### src/rtl/apb_mem_pkg.sv
`default_nettype none
// ============================================================================
// Module   : apb_mem_pkg
// Purpose  : Shared types and helpers for the APB4 memory completer.
//            state_t - completer FSM states
//            err_t   - decoded PSLVERR cause
//            lane_bits() - number of byte-offset address bits for a data width
// Revision : 1.0 - initial release
// ============================================================================
package apb_mem_pkg;

  typedef enum logic [1:0] {
    IDLE  = 2'd0,
    WAIT  = 2'd1,
    READY = 2'd2
  } state_t;

  typedef enum logic [1:0] {
    ERR_NONE      = 2'd0,
    ERR_RANGE     = 2'd1,
    ERR_ALIGN     = 2'd2,
    ERR_UNWRITTEN = 2'd3
  } err_t;

  // Byte-offset bits inside one data word (0 for 8-bit, 3 for 64-bit).
  function automatic int lane_bits(input int data_width);
    return $clog2(data_width / 8);
  endfunction

endpackage
`default_nettype wire

### src/rtl/apb_bytelane_ram.sv
`default_nettype none
// ============================================================================
// Module   : apb_bytelane_ram
// Purpose  : Word-organised array with per-byte write enables, synchronous
//            write and asynchronous read, plus a per-word "written" bitmap
//            that is cleared synchronously by reset. The data array itself
//            is never reset.
// Ports    : i_clk      clock (rising edge)
//            i_rst      synchronous active-high clear of the written bitmap
//            i_we       write commit strobe
//            i_waddr    word index for the write
//            i_wdata    write data
//            i_wstrb    byte-lane enables for the write
//            i_raddr    word index for the read
//            o_rdata    read data (combinational)
//            o_written  written bit of word i_raddr (combinational)
// Revision : 1.0 - initial release
// ============================================================================
module apb_bytelane_ram #(
  parameter int DATA_WIDTH = 32,
  parameter int DEPTH      = 5
) (
  input  logic                    i_clk,
  input  logic                    i_rst,
  input  logic                    i_we,
  input  logic [DEPTH-1:0]        i_waddr,
  input  logic [DATA_WIDTH-1:0]   i_wdata,
  input  logic [DATA_WIDTH/8-1:0] i_wstrb,
  input  logic [DEPTH-1:0]        i_raddr,
  output logic [DATA_WIDTH-1:0]   o_rdata,
  output logic                    o_written
);

  localparam int c_WORDS = 1 << DEPTH;
  localparam int c_LANES = DATA_WIDTH / 8;

  logic [DATA_WIDTH-1:0] r_mem [c_WORDS];
  logic [c_WORDS-1:0]    r_written;

  always_ff @(posedge i_clk) begin
    if (i_we) begin
      for (int i = 0; i < c_LANES; i++) begin
        if (i_wstrb[i]) begin
          r_mem[i_waddr][8*i +: 8] <= i_wdata[8*i +: 8];
        end
      end
    end
  end

  // A zero-strobe write is a legal no-op and must not mark the word valid.
  always_ff @(posedge i_clk) begin
    if (i_rst) begin
      r_written <= '0;
    end else if (i_we && (|i_wstrb)) begin
      r_written[i_waddr] <= 1'b1;
    end
  end

  assign o_rdata   = r_mem[i_raddr];
  assign o_written = r_written[i_raddr];

endmodule
`default_nettype wire

### src/rtl/apb4_mem_slave.sv
`default_nettype none
// ============================================================================
// Module   : apb4_mem_slave
// Purpose  : APB4 completer backed by a byte-strobed word memory, with
//            programmable wait states and decoded PSLVERR causes
//            (out of range > misaligned > read of unwritten word).
// Ports    : i_PCLK     bus clock
//            i_PRESET   synchronous active-high reset
//            i_PSEL     completer select
//            i_PENABLE  access-phase indicator
//            i_PWRITE   1 = write, 0 = read
//            i_PADDR    byte address
//            i_PWDATA   write data
//            i_PSTRB    write byte-lane enables
//            i_WAIT     wait states for this transfer (sampled in setup)
//            o_PRDATA   registered read data, 0 unless o_PREADY
//            o_PREADY   registered one-cycle transfer completion
//            o_PSLVERR  registered error, 0 unless o_PREADY
// Revision : 1.0 - initial release
// ============================================================================
module apb4_mem_slave
  import apb_mem_pkg::*;
#(
  parameter int ADDR_WIDTH = 32,
  parameter int DATA_WIDTH = 32,
  parameter int DEPTH      = 5
) (
  input  logic                    i_PCLK,
  input  logic                    i_PRESET,
  input  logic                    i_PSEL,
  input  logic                    i_PENABLE,
  input  logic                    i_PWRITE,
  input  logic [ADDR_WIDTH-1:0]   i_PADDR,
  input  logic [DATA_WIDTH-1:0]   i_PWDATA,
  input  logic [DATA_WIDTH/8-1:0] i_PSTRB,
  input  logic [3:0]              i_WAIT,
  output logic [DATA_WIDTH-1:0]   o_PRDATA,
  output logic                    o_PREADY,
  output logic                    o_PSLVERR
);

  localparam int c_B     = lane_bits(DATA_WIDTH);
  localparam int c_SPAN  = DEPTH + c_B;
  localparam int c_NSTRB = DATA_WIDTH / 8;
  localparam logic [ADDR_WIDTH-1:0] c_ALIGN_MASK = ADDR_WIDTH'((64'd1 << c_B) - 64'd1);

  state_t                  r_state;
  logic [3:0]              r_cnt;
  logic                    r_write;
  logic [ADDR_WIDTH-1:0]   r_addr;
  logic [DATA_WIDTH-1:0]   r_wdata;
  logic [c_NSTRB-1:0]      r_strb;
  logic                    r_pready;
  logic                    r_pslverr;
  logic [DATA_WIDTH-1:0]   r_prdata;

  logic                    w_setup;
  logic [ADDR_WIDTH-1:0]   w_dec_addr;
  logic                    w_dec_write;
  logic [DEPTH-1:0]        w_idx;
  logic [DATA_WIDTH-1:0]   w_rdata;
  logic                    w_written;
  logic                    w_we;
  err_t                    w_err;

  assign w_setup = i_PSEL & ~i_PENABLE;

  // With zero wait states the outputs are loaded on the setup edge itself,
  // before the latched copy exists, so decode from the live bus in IDLE.
  assign w_dec_addr  = (r_state == IDLE) ? i_PADDR  : r_addr;
  assign w_dec_write = (r_state == IDLE) ? i_PWRITE : r_write;
  assign w_idx       = w_dec_addr[c_SPAN-1:c_B];

  always_comb begin
    w_err = ERR_NONE;
    if ((w_dec_addr >> c_SPAN) != '0) begin
      w_err = ERR_RANGE;
    end else if ((w_dec_addr & c_ALIGN_MASK) != '0) begin
      w_err = ERR_ALIGN;
    end else if (!w_dec_write && !w_written) begin
      w_err = ERR_UNWRITTEN;
    end
  end

  // Commit on the edge that leaves READY; r_pslverr holds the decoded error.
  assign w_we = (r_state == READY) && r_write && !r_pslverr && !i_PRESET;

  apb_bytelane_ram #(
    .DATA_WIDTH (DATA_WIDTH),
    .DEPTH      (DEPTH)
  ) u_ram (
    .i_clk     (i_PCLK),
    .i_rst     (i_PRESET),
    .i_we      (w_we),
    .i_waddr   (r_addr[c_SPAN-1:c_B]),
    .i_wdata   (r_wdata),
    .i_wstrb   (r_strb),
    .i_raddr   (w_idx),
    .o_rdata   (w_rdata),
    .o_written (w_written)
  );

  always_ff @(posedge i_PCLK) begin
    if (i_PRESET) begin
      r_state   <= IDLE;
      r_cnt     <= 4'd0;
      r_write   <= 1'b0;
      r_addr    <= '0;
      r_wdata   <= '0;
      r_strb    <= '0;
      r_pready  <= 1'b0;
      r_pslverr <= 1'b0;
      r_prdata  <= '0;
    end else begin
      // Outputs are zero outside the single READY cycle.
      r_pready  <= 1'b0;
      r_pslverr <= 1'b0;
      r_prdata  <= '0;
      case (r_state)
        IDLE: begin
          if (w_setup) begin
            r_write <= i_PWRITE;
            r_addr  <= i_PADDR;
            r_wdata <= i_PWDATA;
            r_strb  <= i_PSTRB;
            if (i_WAIT == 4'd0) begin
              r_state   <= READY;
              r_pready  <= 1'b1;
              r_pslverr <= (w_err != ERR_NONE);
              r_prdata  <= (w_err == ERR_NONE && !w_dec_write) ? w_rdata : '0;
            end else begin
              r_state <= WAIT;
              r_cnt   <= i_WAIT;
            end
          end
        end
        WAIT: begin
          if (!i_PSEL || !i_PENABLE) begin
            r_state <= IDLE;
          end else if (r_cnt == 4'd1) begin
            r_state   <= READY;
            r_pready  <= 1'b1;
            r_pslverr <= (w_err != ERR_NONE);
            r_prdata  <= (w_err == ERR_NONE && !w_dec_write) ? w_rdata : '0;
          end else begin
            r_cnt <= r_cnt - 4'd1;
          end
        end
        READY: begin
          r_state <= IDLE;
        end
        default: begin
          r_state <= IDLE;
        end
      endcase
    end
  end

  assign o_PREADY  = r_pready;
  assign o_PSLVERR = r_pslverr;
  assign o_PRDATA  = r_prdata;

endmodule
`default_nettype wire

### config.mk
export PLATFORM = sky130hd
export DESIGN_NAME = apb4_mem_slave
export DESIGN_NICKNAME = d
export VERILOG_FILES = /design/src/rtl/apb_mem_pkg.sv /design/src/rtl/apb_bytelane_ram.sv /design/src/rtl/apb4_mem_slave.sv
export SDC_FILE = /design/constraint.sdc
export NUM_CORES = 2
export LEC_CHECK = 0
export BUFFER_PORTS_ARGS = -buffer_cell sky130_fd_sc_hd__clkbuf_2
export CAP_MARGIN = 20
export CORE_MARGIN = 3
export CORE_UTILIZATION = 45
export DETAILED_ROUTE_END_ITERATION = 12
export HOLD_SLACK_MARGIN = 0.06
export PLACE_DENSITY_LB_ADDON = 0.25
export SLEW_MARGIN = 25
export SYNTH_ARGS = -nofsm -noshare
export SYNTH_HDL_FRONTEND = slang
export SYNTH_SLANG_ARGS = --single-unit
### constraint.sdc
create_clock -name i_PCLK -period 3 [get_ports i_PCLK]
set_input_delay 0.6 -clock i_PCLK [delete_from_list [all_inputs] [get_ports i_PCLK]]
set_output_delay 0.6 -clock i_PCLK [all_outputs]
set_load 0.02 [all_outputs]
==> out/results.txt <==
# setup viols final: 0
Slowest-stage cell, CP: or4_1
Minimum clock period: 2.86 ns
Most common cell after layout, fill and taps aside: edfxtp_1
Pwr Density: 659 nW/µm²
Clock slew at reported path FFs: 0.06 ns
Syn_nets: 3548
Die W: 323 µm
Critical path type: reg2reg
Final Cell Area: 53400 µm²
Hold Vio Cnt, Final: 0
Final Wtd Congestion: 0.817
Max cap viols: 0
Combinational share of power: 0.060
Register area share after synthesis: 0.741
Core area: 99100 µm²
Crit path max fanout: 34
Final Cycle Share: 0.953
Cts bufs inserted: 117
Hold-fix buffers at CTS: 0
Crit path capture type: register
Clock power frac: 0.437
Yosys reg bits: 1165
Post-synth top flop: edfxtp_1
Worst rel slew slack: 0.389
Nets: 3845
Iter 0 DRT Violations: 2977
FMAX: 350 MHz
Required time of the critical path: 3.62 ns
Synth area leaders: edfxtp_1, nand2_1, dfxtp_1, mux2i_1, nand3_1
EDFF count, synth: 1024
Run status: finished clean
Pre-CTS WS: -0.103 ns
Netlist cell types: 57
Total track usage: 0.224
RSZ-0062 raised after global routing: no
Critical Path, Cell by Cell: buf_4, o21ai_4, and2_4, buf_12, buf_4, nand2_1, a32oi_1, a31oi_1, or4_1, nor2_1
Largest net degree at the start of global routing: 70
Worst Clk Skew: 0.0302 ns
Commonest cells after routing, fill and taps aside: edfxtp_1, nand2_1, nand3_1
Global-route wire length before repair: 176000 µm
Hold Crit Class: in2reg
Cells after Synth: 3469
Internal Pwr Total: 27.5 mW
Root Buffer: clkbuf_16
Post-CTS resize count: 0
Via count: 28998
Clock sink count: 1165
DRC: 0
Cell taking the most area after synthesis: edfxtp_1
Clk buf depth: 3
Drt pass-1 iters: 6
Worst-Margin Slew: 0.916 ns
Synth Area per Inst: 13.1 µm²
Post-synth top area share: 0.679
Worst Setup Slack, final: 0.140 ns
Sequential group share of total power: 0.503
Clock latency on the worst-skew pair: 0.69 ns
Row count: 115
Overflow after GRT: 0
Vias/cell: 5.62
Final antenna-violating net count: 0
Detailed-route wire length per cell: 22.9 µm
DP HPWL: 73100 µm
CP Launch Type: register
Die H: 323 µm
Peak supply drop: 467 µV
R2R Setup Slk: 0.14 ns
P&R area growth vs syn: 17.8%
Final slew viol count: 0
Routed WL: 118000 µm
Post-CTS Setup Inserts: 0
Mapped cell area: 45300 µm²
Asr flop ratio synth: 0
CTS tree: done
Ports: 111
Placed Instance Area: 49200 µm²
Layout cell share with drive strength beyond 1: 0.165
Vias in the first global route: 28205
Worst stage delay on the critical path: 0.54 ns
Diode count: 0
Starting density of the core: 0.457
Sw Share: 0.218
Cell mode on critical path: buf_4
Switching component of the power: 7.65 mW
Initial antenna violation count: 2
CP Data Arrival Time: 3.48 ns
H-tree depth: 3
Pleak: 19.3 nW
PortBufs: 110
Warnings, synthesis: 0
DIE AREA: 105000 µm²
## synth_stat cells (all sizes together) (2+ instances only)
cell type  instances
clkbuf           119
edfxtp          1024
buf              116
or4               33
a21oi             75
mux2i            139
a211oi             2
or3b               2
a31oi            162
a22oi              2
or2                4
nand3b             6
nor4              15
or3                3
a21bo              2
nor2b              4
nand2            972
nor3               6
a32oi            129
inv                2
a31o               2
dfxtp            141
o21ai              7
nand4              4
a221oi             2
nor2             203
o211a              2
and3               3
o221ai             2
ha                 2
nand3            262
and2               5
nor3b              5
## sequential cells by signal, indices dropped and copies added, names as in the netlist
signal and count:
u_ram.r_written 32, r_cnt 4, r_addr 32, r_state 2
u_ram.r_mem 1024, o_PREADY 1, r_wdata 32, o_PSLVERR 1
o_PRDATA 32, r_strb 4, r_write 1
## routing by layer
layer | up-vias | share of wire | GRT usage
met3 | 197 | 0.067 | 0.0360
met1 | 14377 | 0.43 | 0.312
met4 | 4 | 0.030 | 0.0750
met5 | - | 0.00024 | 0
met2 | 1050 | 0.47 | 0.362
li1 | 13370 | - | -
## metrics by stage
stage                     hold slack [ns]  setup TNS [ns]  std cells  power [mW]   util
after global placement              0.442          -0.306       4934        20.1  0.496
final                               0.122               0       5157        35.2  0.538
after CTS                          0.0820               0       5157        35.4  0.538
after global routing                0.114               0       5157        36.2  0.538
after floorplan                     0.427               0       3469        19.2      -
after detailed placement            0.448          -0.961       4934        20.1  0.496
## cells by family (layout without fill, tap and decap cells)
| family | Yosys count | count (layout) | synth area share |
|---|---|---|---|
| compound gates | 394 | 394 | 0.0608 |
| mux | 140 | 140 | 0.0310 |
| simple gates | 1531 | 1531 | 0.141 |
| flops | 1165 | 1165 | 0.741 |
| fa+ha+maj | 2 | 2 | 0.000552 |
| buf+inv | 237 | 638 | 0.0257 |
## path summary, 6_finish.rpt
kind                 end  depth (start not counted)    startpoint
max reg2reg  o_PRDATA[5]                         10    r_state[1]
min          r_wdata[24]                          3  i_PWDATA[24]
min reg2reg   r_addr[28]                          2    r_addr[28]
max          o_PRDATA[5]                         10    r_state[1]
## layout make-up
type	count	area [µm²]
inverter	2	7.51
tap	1287	1610
clock inverter	76	970
fill	8122	45800
sequential	1165	33600
multi-input combinational	2067	10600
clock buffer	147	3180
timing repair buffer	413	3390
## power groups by stage
stage / Clock (mW) / Combinational [mW] / Sequential (mW)
global route: 16.2 / 2.27 / 17.7
finish: 15.4 / 2.10 / 17.7
global placement: 0 / 2.08 / 18.0
floorplan: 0 / 1.13 / 18.1
detailed placement: 0 / 2.11 / 18.0
CTS: 15.6 / 2.11 / 17.7
## worst max-delay path: cells and delay by family, from the launching register on
family,cells,cell delay [ns]
compound gates,3,0.84
buf+inv,3,0.61
flops,1,0.36
simple gates,4,0.96
Note: power is estimated with default switching activity, not from simulation.
